**config.mk**
```make
export PLATFORM = sky130hd
export DESIGN_NAME = uart_tx_mmio
export DESIGN_NICKNAME = d
export VERILOG_FILES = /design/src/rtl/uart_tx_mmio_pkg.sv /design/src/rtl/sync_fifo.sv /design/src/rtl/uart_tx_mmio.sv
export SDC_FILE = /design/constraint.sdc
export NUM_CORES = 1
export LEC_CHECK = 0
export ABC_AREA = 1
export CORE_AREA = 2 2 130 132
export CTS_BUF_LIST = sky130_fd_sc_hd__clkbuf_8
export CTS_CLUSTER_SIZE = 10
export DETAILED_ROUTE_END_ITERATION = 7
export DIE_AREA = 0 0 132 134
export HOLD_SLACK_MARGIN = 0.06
export PLACE_DENSITY = 0.95
export REMOVE_ABC_BUFFERS = 1
export SYNTH_ARGS = -nofsm -noshare
export SYNTH_HDL_FRONTEND = slang
export SYNTH_HIERARCHICAL = 1
export SYNTH_SLANG_ARGS = --single-unit
```
**constraint.sdc**
```tcl
create_clock -name clk -period 7.7 [get_ports clk]
set_input_delay 1.155 -clock clk [delete_from_list [all_inputs] [get_ports clk]]
set_output_delay 1.155 -clock clk [all_outputs]
set_load 0.02 [all_outputs]
```
**src/rtl/uart_tx_mmio_pkg.sv**
```systemverilog
// Shared types and register map for the memory-mapped UART transmitter.
package uart_tx_mmio_pkg;

  // Serializer states: one start bit, eight data bits LSB first, one stop bit.
  typedef enum logic [1:0] {
    TX_IDLE  = 2'd0,
    TX_START = 2'd1,
    TX_DATA  = 2'd2,
    TX_STOP  = 2'd3
  } tx_state_t;

  // Word index inside the 16-byte window (addr[3:2]).
  localparam logic [1:0] REG_TXDATA  = 2'd0;
  localparam logic [1:0] REG_STATUS  = 2'd1;
  localparam logic [1:0] REG_BAUDDIV = 2'd2;
  localparam logic [1:0] REG_CTRL    = 2'd3;

  // STATUS bit positions; the FIFO count occupies [15:8].
  localparam int STAT_BUSY  = 0;
  localparam int STAT_FULL  = 1;
  localparam int STAT_EMPTY = 2;
  localparam int STAT_OVF   = 3;

  // A programmed divisor of 0 is treated as 1 so a bit never lasts zero cycles.
  function automatic logic [15:0] eff_div(input logic [15:0] div);
    return (div == 16'd0) ? 16'd1 : div;
  endfunction

endpackage

```
**src/rtl/sync_fifo.sv**
```systemverilog
// Single-clock FIFO with count; pushes into a full FIFO are dropped,
// pops from an empty FIFO are ignored. dout shows the head entry.
module sync_fifo #(
  parameter int WIDTH = 8,
  parameter int DEPTH = 16
) (
  input  logic                       clk,
  input  logic                       rst_n,
  input  logic                       push,
  input  logic [WIDTH-1:0]           din,
  input  logic                       pop,
  output logic [WIDTH-1:0]           dout,
  output logic                       full,
  output logic                       empty,
  output logic [$clog2(DEPTH):0]     count
);

  localparam int AW = $clog2(DEPTH);

  logic [WIDTH-1:0] mem [DEPTH];
  logic [AW-1:0]    wr_ptr;
  logic [AW-1:0]    rd_ptr;
  logic             push_ok;
  logic             pop_ok;

  // Full/empty are taken from the pre-edge count, so a push into a full
  // FIFO is lost even when a pop happens on the same edge.
  assign full    = (count == (AW+1)'(DEPTH));
  assign empty   = (count == '0);
  assign push_ok = push && !full;
  assign pop_ok  = pop && !empty;
  assign dout    = mem[rd_ptr];

  // Storage array: written on accepted pushes, no reset needed.
  always_ff @(posedge clk) begin
    if (push_ok) mem[wr_ptr] <= din;
  end

  // Pointers wrap naturally at DEPTH (power of two); count tracks occupancy.
  always_ff @(posedge clk or negedge rst_n) begin
    if (!rst_n) begin
      wr_ptr <= '0;
      rd_ptr <= '0;
      count  <= '0;
    end else begin
      if (push_ok) wr_ptr <= wr_ptr + 1'b1;
      if (pop_ok)  rd_ptr <= rd_ptr + 1'b1;
      if (push_ok && !pop_ok)      count <= count + 1'b1;
      else if (pop_ok && !push_ok) count <= count - 1'b1;
    end
  end

endmodule

```
**src/rtl/uart_tx_mmio.sv**
```systemverilog
// Memory-mapped 8N1 UART transmitter on the dmem port. q is zero whenever
// the window is not selected so it can be ORed with the RAM read data.
// Bus: a write happens on the edge where sel and the lane's we bit are high;
// a read returns data on q one cycle after addr, with no side effects.
module uart_tx_mmio
  import uart_tx_mmio_pkg::*;
#(
  parameter logic [31:0] BASE_ADDR   = 32'h0001_0000,
  parameter int          FIFO_DEPTH  = 16,
  parameter logic [15:0] DEFAULT_DIV = 16'd434
) (
  input  logic        clk,
  input  logic        rst_n,
  input  logic [31:0] addr,
  input  logic [31:0] d,
  input  logic [3:0]  we,
  output logic [31:0] q,
  output logic        txd,
  output logic        tx_idle
);

  localparam int CW = $clog2(FIFO_DEPTH) + 1;

  logic          sel;
  logic [1:0]    idx;
  logic          wr_txdata;
  logic          clr_ovf;
  logic          fifo_full;
  logic          fifo_empty;
  logic [CW-1:0] fifo_count;
  logic [7:0]    fifo_dout;
  logic          pop;
  logic          busy;
  logic          ovf;
  logic [15:0]   div;
  logic          en;
  logic [31:0]   rd_data;
  tx_state_t     state;
  logic [15:0]   cnt;
  logic [2:0]    bit_idx;
  logic [7:0]    shreg;
  logic          unused_bits;

  assign sel       = (addr[31:4] == BASE_ADDR[31:4]);
  assign idx       = addr[3:2];
  assign wr_txdata = sel && (idx == REG_TXDATA) && we[0];
  assign clr_ovf   = sel && (idx == REG_STATUS) && we[0] && d[3];
  assign pop       = (state == TX_IDLE) && en && !fifo_empty;
  assign busy      = (state != TX_IDLE);
  assign tx_idle   = fifo_empty && !busy;
  assign unused_bits = ^{addr[1:0], d[31:16]};

  sync_fifo #(
    .WIDTH (8),
    .DEPTH (FIFO_DEPTH)
  ) u_fifo (
    .clk   (clk),
    .rst_n (rst_n),
    .push  (wr_txdata),
    .din   (d[7:0]),
    .pop   (pop),
    .dout  (fifo_dout),
    .full  (fifo_full),
    .empty (fifo_empty),
    .count (fifo_count)
  );

  // Control registers: sticky overflow flag, baud divisor, enable.
  always_ff @(posedge clk or negedge rst_n) begin
    if (!rst_n) begin
      ovf <= 1'b0;
      div <= DEFAULT_DIV;
      en  <= 1'b1;
    end else begin
      if (clr_ovf)                     ovf <= 1'b0;
      else if (wr_txdata && fifo_full) ovf <= 1'b1;
      if (sel && (idx == REG_BAUDDIV)) begin
        if (we[0]) div[7:0]  <= d[7:0];
        if (we[1]) div[15:8] <= d[15:8];
      end
      if (sel && (idx == REG_CTRL) && we[0]) en <= d[0];
    end
  end

  // Read mux for the selected register word.
  always_comb begin
    rd_data = '0;
    case (idx)
      REG_TXDATA: rd_data[31] = fifo_full;
      REG_STATUS: begin
        rd_data[15:8]       = 8'(fifo_count);
        rd_data[STAT_OVF]   = ovf;
        rd_data[STAT_EMPTY] = fifo_empty;
        rd_data[STAT_FULL]  = fifo_full;
        rd_data[STAT_BUSY]  = busy;
      end
      REG_BAUDDIV: rd_data[15:0] = div;
      REG_CTRL:    rd_data[0]    = en;
      default:     rd_data       = '0;
    endcase
  end

  // Registered read data, forced to zero outside the window.
  always_ff @(posedge clk or negedge rst_n) begin
    if (!rst_n) q <= '0;
    else        q <= sel ? rd_data : 32'd0;
  end

  // Serializer: each state/bit lasts eff_div(div) cycles; cnt reloads at
  // every bit start so a divisor change applies from the next bit.
  always_ff @(posedge clk or negedge rst_n) begin
    if (!rst_n) begin
      state   <= TX_IDLE;
      cnt     <= '0;
      bit_idx <= '0;
      shreg   <= '0;
      txd     <= 1'b1;
    end else begin
      case (state)
        TX_IDLE: begin
          if (pop) begin
            shreg <= fifo_dout;
            txd   <= 1'b0;
            cnt   <= eff_div(div) - 16'd1;
            state <= TX_START;
          end
        end
        TX_START: begin
          if (cnt == '0) begin
            txd     <= shreg[0];
            bit_idx <= '0;
            cnt     <= eff_div(div) - 16'd1;
            state   <= TX_DATA;
          end else begin
            cnt <= cnt - 16'd1;
          end
        end
        TX_DATA: begin
          if (cnt == '0) begin
            cnt <= eff_div(div) - 16'd1;
            if (bit_idx == 3'd7) begin
              txd   <= 1'b1;
              state <= TX_STOP;
            end else begin
              bit_idx <= bit_idx + 3'd1;
              shreg   <= shreg >> 1;
              txd     <= shreg[1];
            end
          end else begin
            cnt <= cnt - 16'd1;
          end
        end
        TX_STOP: begin
          if (cnt == '0) state <= TX_IDLE;
          else           cnt   <= cnt - 16'd1;
        end
        default: state <= TX_IDLE;
      endcase
    end
  end

endmodule
```
# Word-level counts from Yosys, hierarchy flattened
# Memories as Yosys holds them, arrays and structs flattened.
# Index checks and enable logic that the tools add are counted.
[op_classes]
n_mux = 36
n_reduce_logical = 40
add_sub_neg = 7
n_eq_ne = 16
[ops]
columns = ["operator", "n"]
rows = [
  ["$mux 16", 4],
  ["$pmux 16 s3", 1],
  ["$logic_not 16->1", 2],
  ["$mux 32", 1],
  ["$pmux 8 s2", 2],
  ["$sub 16x1->16 const B", 2],
  ["$eq 28x13->1 const B", 1],
  ["$mux 8", 3],
  ["$logic_and 1x1->1", 16],
  ["$ne 2x2->1 const B", 6],
  ["$pmux 3 s2", 2],
  ["$reduce_and 4->1", 3],
  ["$mux 2", 5],
  ["$mux 5", 2],
  ["$reduce_bool 2->1", 5],
  ["$mux 1", 9],
  ["$mux 3", 3],
  ["$add 4x1->4 const B", 2],
  ["$eq 2x2->1 const B", 4],
  ["$pmux 2 s4", 1],
  ["$pmux 1 s3", 2],
  ["$reduce_and 2->1", 3],
  ["$add 5x1->5 const B", 1],
  ["$eq 5x5->1 const B", 1],
  ["12 further kinds", 18],
]
[word_totals]
reg_bits = 93
n_memories = 1
output_inout_bits = 34
mem_bits_rw = 128
wordCells = 113
in_bits = 70
[mem_list]
columns = ["memory", "words", "word_bits", "read_ports", "rd_ports_with_merged_regs", "wr", "line_no", "rtl"]
rows = [
  ["u_fifo.mem", 16, 8, 1, 0, 1, "sync_fifo.sv:20", "logic [WIDTH-1:0] mem [DEPTH];"],
]

# Logic depth before layout (Yosys ltp)
# Gate-level depths: netlist of run 1.
[depth]
word_depth = 8
mapped_depth = 17
ltp_nobuf = 17

# By module
# The synthesis of run 1 kept the hierarchy.
[modules_own_cells]
columns = ["mod", "n_inst", "seq_area_each_um2", "area_per_inst_um2", "cells_each"]
rows = [
  ["sync_fifo", 1, 4169.0, 6223.5, 620],
  ["uart_tx_mmio", 1, 1635.3, 4005.1, 532],
]

# Least setup slack after synthesis of run 1
# OpenSTA, ideal clock, no wires.
[synth_path]
kind = "input -> register"
startpoint = "input addr[23]"
endpoint = "register u_fifo.count[4]"
cell_stages = 16
path_buffers = 0
arrival_ns = 3.049
required_time_ns = 7.583
setup_ns = 0.117
slack_ns = 4.534
path_cell_list = "nor2_1 > nand4_1 > nor2_1 > nand3_1 > nor3_1 > nand2_1 > inv_1 > ha_1 > inv_1 > fa_1 > nand2_1 > nand3_1 > nand3_1 > nand2_1 > nand2_1 > nand2_1"
[synth_via]
elab_chain_len = 7
word_cells_on_any_way = 9
classes_between = "1 x eq/ne; 1 x mux; 7 x reduce/logical"
[synth_lines]
columns = ["element", "line_no", "rtl"]
rows = [
  ["start, declared", "uart_tx_mmio.sv:14", "input logic [31:0] addr,"],
  ["$eq 28x13->1 (*)", "uart_tx_mmio.sv:44", "assign sel = (addr[31:4] == BASE_ADDR[31:4]);"],
  ["$logic_and 1x1->1 (*) (2 in a row)", "uart_tx_mmio.sv:46", "assign wr_txdata = sel && (idx == REG_TXDATA) && we[0];"],
  ["named net wr_txdata", "uart_tx_mmio.sv:26", "logic wr_txdata;"],
  ["$logic_and 1x1->1 (*)", "sync_fifo.sv:30", "assign push_ok = push && !full;"],
  ["named net u_fifo.push_ok", "sync_fifo.sv:23", "logic push_ok;"],
  ["$logic_not 1->1", "sync_fifo.sv:49", "else if (pop_ok && !push_ok) count <= count - 1'b1;"],
  ["$logic_and 1x1->1", "sync_fifo.sv:49", ""],
  ["$reduce_bool 2->1 (no line)", "n/a", ""],
  ["end signal, assigned", "sync_fifo.sv:48", "if (push_ok && !pop_ok) count <= count + 1'b1;"],
  ["end signal, assigned", "sync_fifo.sv:49", ""],
  ["end, declared", "sync_fifo.sv:15", "output logic [$clog2(DEPTH):0] count"],
]
# The timed path passes the listed nets; every way through them passes the cells marked *.
# A chain may end at the register's enable or synchronous reset.

# Worst setup path after layout of run 1
[layout_path]
startpoint = "input addr[21]"
endpoint = "memory u_fifo.mem[12][5], enable pin"
[layout_via]
elab_chain_len = 6
[layout_lines]
columns = ["element", "line_no", "rtl"]
rows = [
  ["$eq 28x13->1", "uart_tx_mmio.sv:44", ""],
  ["$logic_and 1x1->1 (2 in a row)", "uart_tx_mmio.sv:46", ""],
  ["named net wr_txdata", "uart_tx_mmio.sv:26", ""],
  ["$logic_and 1x1->1", "sync_fifo.sv:30", ""],
  ["named net u_fifo.push_ok", "sync_fifo.sv:23", ""],
  ["$mux 1", "sync_fifo.sv:36", "if (push_ok) mem[wr_ptr] <= din;"],
  ["$mux 1 (not written as such)", "sync_fifo.sv:36", ""],
  ["end, declared", "sync_fifo.sv:20", ""],
]
# The timed path passes the listed nets, and every way through them passes these cells.

==> metrics.sh, run 1 <==
RUN_STATUS='finished with violations'
POST-SYNTH-TOP-COUNT-CELL='nand2_1'
CTS.ROOT.BUFFER_CELL='clkbuf_8'
DEPTH_OF_THE_WORST_REGISTER_TO_REGISTER_PATH=14
POWER_AFTER_LAYOUT_mW=2.219
TIMING.FINAL.SETUP_VIOLATIONS=0
CTS_TREE='done'
POSTCTSSETUPBUFFERS=0
ROWS=47
POSTROUTEANTENNANETS=0
VIA_COUNT_OF_THE_FIRST_GLOBAL_ROUTING_PASS=7980
SYNTH_CELL_TYPE_COUNT=39
TRITONCTS.NUM_BUFFERS=30
CRIT_TYPE='input port to flip-flop'
MAX_CLOCK_FREQ_GHz=0.2631
FINALWORSTPATHREQUIREDPERIOD_NS=3.801
PLACE_HPWL_UM=15030
SYNTH-EDFF-COUNT=128
DIE_HEIGHT_UM=134
WORST_SLACK_NS=3.899
CRITICAL_PATH.STARTPOINT_TYPE='input port'
GLOBALROUTE.TOTALOVERFLOW=0
MAXIMUM_FANOUT_COUNT_ALONG_THE_CRITICAL_PATH=8
DRC_ERRORS=1
DRTPASS1ITERATIONS=8
FFS_LATCHES_SYNTH=206
POST_CTS_RESIZE_COUNT=0
PORTBUFFERS=68
NUMBER_OF_ANTENNA_VIOLATIONS_AT_THE_FIRST_CHECK_IN_GLOBAL_ROUTING=0
CLKLATENCYLATEPIN_NS=0.57
DPL_WORST_SLACK_NS=3.614
MIN_DELAY_PATH_CLASS='flip-flop to flip-flop'
INSTANCES_NO_FILL=1462
MAXCAPVIOLATIONS=0
POST_PLACE_CELLS=1406
WL_FINAL_UM=24600
CRITICAL_PATH_ARRIVAL_NS=3.98
CTSHOLDBUFFERS=0
VDD_DROP_MAX_V=0.0001154
AVGSYNTHCELLAREA_UM2=8.879
RSZ0062_AT_GRT='no'
LAYOUT_STAGE_AREA_GROWTH_OVER_THE_SYNTHESIS_RESULT_PCT=13.19
MAXSLEWHEADROOM=0.3334
NUM_IO_PINS=104
SYNTHTOPCELLSBYAREA='edfxtp_1 (38%), dfrtp_1 (17%), nand2_1 (13%)'
SYNTHDOMINANTCELLAREASHARE=0.3758
DIE_AREA_UM2=17690
NUMCLOCKSINKS=206
LAYOUT_WORST_PATH_CYCLE_SHARE=0.4937
GLOBALPLACE.CONGESTION=0.9179
SYNTH_ASYNC_SR_FLOP_SHARE=0.3786
WL_PER_CELL_UM=16.83
POST_SYNTH_INSTANCE_AREA_UM2=10230
DETAIL_ROUTE.ITER0.VIOLATIONS=1165
FILLERS=1011
SEQ_AREA_FRAC_SYNTH=0.5675
YOSYSTOPAREACELL='edfxtp_1'
VIAS=8270
SYNTHTOPCELLSBYCOUNT='nand2_1 (363), nor2_1 (144), edfxtp_1 (128)'
SYN_INST=1152
CTS_BUFFER_DEPTH=3
P_PER_AREA_nW_PER_UM2=191.7
POST_ROUTE_CELLS_DRIVE_ABOVE_1_SHARE=0.06844
GLOBALROUTETOTALUTIL=0.2794
LEAKAGE_POWER_SUMMED_OVER_ALL_CELLS_nW=5.105
HOLDWS_NS=0.4898
WORST-SLEW-PIN-TRANSITION_NS=0.9999
VIOLATIONS='DRC'
GRT_START_MAX_NET_PINS=79
DETAIL_ROUTE.VIAS_PER_CELL=5.657
YOSYSWARNINGS=6
FINALSETUPTNS_NS=0
MIN_DELAY_PATH_DEPTH=2
FINAL_MAX_SLEW_VIOL_COUNT=0
FLOORPLAN.INITIALDENSITY=0.6279
LAYOUT.NETS=1311
CRITICAL_PATH_REQUIRED_NS=7.88
CLOCK_SLEW_AT_REPORTED_PATH_FFS_NS=0.06
HTREE_LEVELS=1
DIE_WIDTH_UM=132
TIMING_HOLD_VIOLATIONS_FINAL=0
NUM_ANTENNA_CELLS=0
LARGEST_CLOCK_SKEW_IN_THE_FINAL_DESIGN_NS=0.01684
WORST_SETUP_PATH_END_KIND='flip-flop'
GRT_PASS1_WL_UM=39230
CORE-AREA_UM2=16290
SYNTH_FF_TYPE='edfxtp_1'
[state kept, by name, indices dropped and copies added (netlist names)]
| name | flops |
|---|---|
| u_fifo/count | 5 |
| div | 16 |
| txd | 1 |
| ovf | 1 |
| cnt | 16 |
| u_fifo/mem | 128 |
| en | 1 |
| bit_idx | 3 |
| u_fifo/wr_ptr | 4 |
| u_fifo/rd_ptr | 4 |
| state | 2 |
| q | 17 |
| shreg | 8 |
[critical path, cell delays in order]
cell             delay [ns]
clkdlybuf4s50_1        0.39
nor2_1                 0.11
nand4_1                0.10
nor2_1                 0.11
nand3_1                0.21
nor3_1                 0.32
nand2_1                0.27
inv_1                  0.30
nand2_1                0.26
nor2_1                 0.76
[metal layers]
metal,global-route usage,part of all wire,vias to the layer above
met5,0,0,-
met4,0.1419,0.043,0
met3,0.04913,0.11,109
met2,0.4731,0.49,604
met1,0.3486,0.36,3762
li1,-,-,3795
[logic make-up (layout without fill, tap and decap cells)]
group                      after synthesis  in the layout  share of synthesized area
and+or+nand+nor                        633            633                     0.2570
DFF                                    206            206                     0.5675
buffers and inverters                  176            252                    0.07621
AOI/OAI and AO/OA                       87             87                    0.04783
xor gates and xnor gates                26             26                    0.02226
adders and majority gates               23             23                    0.02887
other                                    1             15                  0.0003666
[report_power, final]
part / switching, mW / internal (mW)
clock: 0.420 / 0.488
sequential: 0.0115 / 1.20
combinational: 0.0585 / 0.0421
[worst paths after layout]
check / startpoint / endpoint / slack (ns)
worst max-delay path: addr[21] / u_fifo/mem[12][5]$_DFFE_PP_ / 3.90
worst min-delay path: bit_idx[1]$_DFFE_PN0P_ / bit_idx[1]$_DFFE_PN0P_ / 0.49
worst max register to register: state[0]$_DFFE_PN0P_ / u_fifo/count[4]$_DFFE_PN0P_ / 4.53
worst min register to register: bit_idx[1]$_DFFE_PN0P_ / bit_idx[1]$_DFFE_PN0P_ / 0.49
max in group asynchronous: rst_n / u_fifo/rd_ptr[0]$_DFFE_PN0P_ / 6.26
min in group asynchronous: rst_n / cnt[11]$_DFFE_PN0P_ / 0.73
[per-stage QoR]
step / instance area, um^2 / util
after floorplan: 9978 / -
after global placement: 10940 / 0.6716
after detailed placement: 10940 / 0.6716
after CTS: 11580 / 0.7107
after global routing: 11580 / 0.7107
final: 11580 / 0.7107
[cell usage in the layout, fill, tap and decap left out, types with 3 or more instances in the layout]
master	count
nand2_1	363
nor2_1	144
inv_1	128
edfxtp_1	128
nand3_1	84
dfrtp_1	70
clkdlybuf4s50_1	67
o21ai_0	39
clkbuf_8	39
a21oi_1	36
ha_1	22
xor2_1	17
conb_1	15
nand4_1	11
xnor2_1	9
clkinv_2	8
dfstp_2	7
nand3b_1	6
inv_2	6
nor3_1	6
nor2_4	5
nor2_2	4
nand2_4	3
o21ai_1	3
[area by class of cell]
class | count | area [um^2] | area share
sequential | 206 | 5806 | 0.5015
multi-input combinational | 784 | 3697 | 0.3194
timing repair buffer | 69 | 685.7 | 0.05922
clock buffer | 39 | 536.8 | 0.04636
inverter | 127 | 476.7 | 0.04118
tap | 220 | 275.3 | 0.02378
clock inverter | 17 | 100.1 | 0.008646
No activity file was read; power rests on OpenSTA's default activity.
==> run 2, diff against run 1 <==
CORE_AREA = 2 2 135 137   (was 2 2 130 132)
DIE_AREA = 0 0 137 139   (was 0 0 132 134)
PLACE_DENSITY = 0.9   (was 0.95)
clock period = 3.7 ns   (was 7.7 ns; I/O delays follow)
==> metrics.sh, run 2 (synthesized netlist as in run 1, its figures left out) <==
RUN_STATUS='complete, no violations'
CRITICAL_PATH.STARTPOINT_TYPE='input port'
CTS_BUFFER_DEPTH=3
ROWS=49
CORE-AREA_UM2=17660
GLOBALPLACE.CONGESTION=0.8908
CRIT_TYPE='input port to flip-flop'
GLOBALROUTETOTALUTIL=0.2519
WL_PER_CELL_UM=15.72
POST_ROUTE_CELLS_DRIVE_ABOVE_1_SHARE=0.08095
DETAIL_ROUTE.VIAS_PER_CELL=5.504
WORSTPATHBUFFERINVERTERCOUNT=3
CTS_TREE='done'
LAYOUT_WORST_PATH_CYCLE_SHARE=0.8097
DIE_AREA_UM2=19040
CLOCK_SLEW_AT_REPORTED_PATH_FFS_NS=0.07
LEAKAGE_POWER_SUMMED_OVER_ALL_CELLS_nW=5.212
MAX_CLOCK_FREQ_GHz=0.3338
WORST_PATH_MOST_REPEATED_CELL='nand2_1'
CLKLATENCYLATEPIN_NS=0.57
WL_FINAL_UM=23410
LEADING_CELL_TYPES_IN_THE_LAYOUT_FILL_AND_TAPS_EXCLUDED='nand2_1 (363), nor2_1 (144), inv_1 (130), edfxtp_1 (128), nand3_1 (84)'
NUM_IO_PINS=104
CRITICAL_PATH.MAX_STAGE_DELAY_NS=0.42
CRITICAL_PATH_REQUIRED_NS=4.22
CRIT_PATH_TOP_DELAY_CELL='clkdlybuf4s50_1'
MAXIMUM_FANOUT_COUNT_ALONG_THE_CRITICAL_PATH=7
PLACE_HPWL_UM=14850
FINALSETUPTNS_NS=0
HOLDWS_NS=0.1371
FINISH.INSTANCE_AREA_UM2=11730
CTS.ROOT.BUFFER_CELL='clkbuf_8'
GLOBALROUTE.TOTALOVERFLOW=0
CRITICAL-PATH-TOP-DELAY-FAMILY='simple AND/OR/NAND/NOR gates'
WORST_SETUP_PATH_END_KIND='flip-flop'
POST_CTS_RESIZE_COUNT=0
MAXSLEWHEADROOM=0.3215
TIMING.FINAL.SETUP_VIOLATIONS=0
LARGEST_CLOCK_SKEW_IN_THE_FINAL_DESIGN_NS=0.02805
HTREE_LEVELS=1
FINALWORSTPATHREQUIREDPERIOD_NS=2.996
DIE_HEIGHT_UM=139
LARGEST_REGISTER_FF_COUNT=128
FLOORPLAN.INITIALDENSITY=0.5793
VIA_COUNT_OF_THE_FIRST_GLOBAL_ROUTING_PASS=7891
VDD_DROP_MAX_V=0.0003932
DIE_WIDTH_UM=137
MOSTFREQUENTLAYOUTCELL='nand2_1'
TIMING_HOLD_VIOLATIONS_FINAL=0
LAYOUT_STAGE_AREA_GROWTH_OVER_THE_SYNTHESIS_RESULT_PCT=14.72
WORST-SLEW-PIN-TRANSITION_NS=1.018
MIN_DELAY_PATH_CLASS='input port to async pin'
GRT_PASS1_WL_UM=38210
VIAS=8196
CRITICAL_PATH_ARRIVAL_NS=3.51
TRITONCTS.NUM_BUFFERS=30
POSTCTSSETUPBUFFERS=0
LAYOUT.NETS=1329
REG_TOP3='u_fifo/mem: 128 flops, q: 17 flops'
PLACED_CELL_AREA_UM2=11090
DRC_ERRORS=0
CRIT_PATH_CELL_TRACE='clkdlybuf4s50_1 > nor2_1 > nand4_1 > nor2_1 > nand3_1 > nor3_1 > nand2_1 > inv_1 > ha_1 > inv_1 > fa_1 > nand2_1 > nand3_1 > nand2_1 > nand2_1 > nand2_1 > nand2_1 > nand2_1'
RSZ0062_AT_GRT='no'
GRT_START_MAX_NET_PINS=79
DPL_WORST_SLACK_NS=0.1810
NUM_ANTENNA_CELLS=0
PORTBUFFERS=68
TOP_REGISTER='u_fifo/mem'
DETAIL_ROUTE.ITER0.VIOLATIONS=988
FINAL_MAX_SLEW_VIOL_COUNT=0
NUMCLOCKSINKS=206
NUMBER_OF_ANTENNA_VIOLATIONS_AT_THE_FIRST_CHECK_IN_GLOBAL_ROUTING=0
DRTPASS1ITERATIONS=5
CTSHOLDBUFFERS=0
P_PER_AREA_nW_PER_UM2=396.1
WORST_SLACK_NS=0.7042
MAXCAPVIOLATIONS=0
POSTROUTEANTENNANETS=0
POWER_AFTER_LAYOUT_mW=4.648
[run 2: cell types whose count changed in the layout (fill, tap and decap cells not counted), sizes merged]
cell    previous run  this run
buf                2        20
bufinv             1         2
clkbuf            39        37
clkinv             9         7
inv              134       137
[run 2: per-layer routing]
| metal | track usage | vias to the layer above | share of wire |
|---|---|---|---|
| met3 | 0.04423 | 76 | 0.095 |
| met4 | 0.09875 | 0 | 0.030 |
| met5 | 0 | - | 0 |
| li1 | - | 3832 | - |
| met1 | 0.3380 | 3809 | 0.39 |
| met2 | 0.4085 | 479 | 0.49 |
[run 2: per-stage QoR]
stage / instances / utilization
after floorplan: 1117 / -
after detailed placement: 1433 / 0.6279
after global placement: 1433 / 0.6279
after global routing: 1489 / 0.6645
after CTS: 1489 / 0.6645
final: 1489 / 0.6645
[run 2: worst register-to-register path, cell delays in order, from the launching register on]
cell and delay (ns):
dfrtp_1 0.48, nor2_1 0.11, nand4_1 0.13, inv_1 0.14, nor3_1 0.34, nand2_1 0.35, ha_1 0.35, inv_1 0.18
ha_1 0.31, nand2_1 0.11, nand3_1 0.11, nand2_1 0.09, nand2_1 0.06, nand2_1 0.05, nand2_1 0.05, nand2_1 0.06
[run 2: final timing paths]
check	from	endpoint	slack (ns)	cells after the start
worst max-delay path	addr[23]	u_fifo/count[4]$_DFFE_PN0P_	0.70	18
max in group asynchronous	rst_n	u_fifo/rd_ptr[0]$_DFFE_PN0P_	2.85	1
worst max register to register	u_fifo/count[0]$_DFFE_PN0P_	u_fifo/count[4]$_DFFE_PN0P_	0.73	15
worst min-delay path	rst_n	cnt[2]$_DFFE_PN0P_	0.14	1
worst min register to register	bit_idx[1]$_DFFE_PN0P_	bit_idx[1]$_DFFE_PN0P_	0.50	2
min in group clk	bit_idx[1]$_DFFE_PN0P_	bit_idx[1]$_DFFE_PN0P_	0.50	2
[run 2: area by class of cell]
cell class / count / area [um^2]
clock buffer: 37 / 509.2
clock inverter: 19 / 137.6
fill: 1243 / 5923
inverter: 127 / 476.7
multi-input combinational: 784 / 3697
sequential: 206 / 5806
tap: 229 / 286.5
timing repair buffer: 87 / 820.8
[run 2: power by group]
group	internal, mW	switching [mW]
Combinational	0.0870	0.124
Clock	1.05	0.866
Sequential	2.50	0.0285
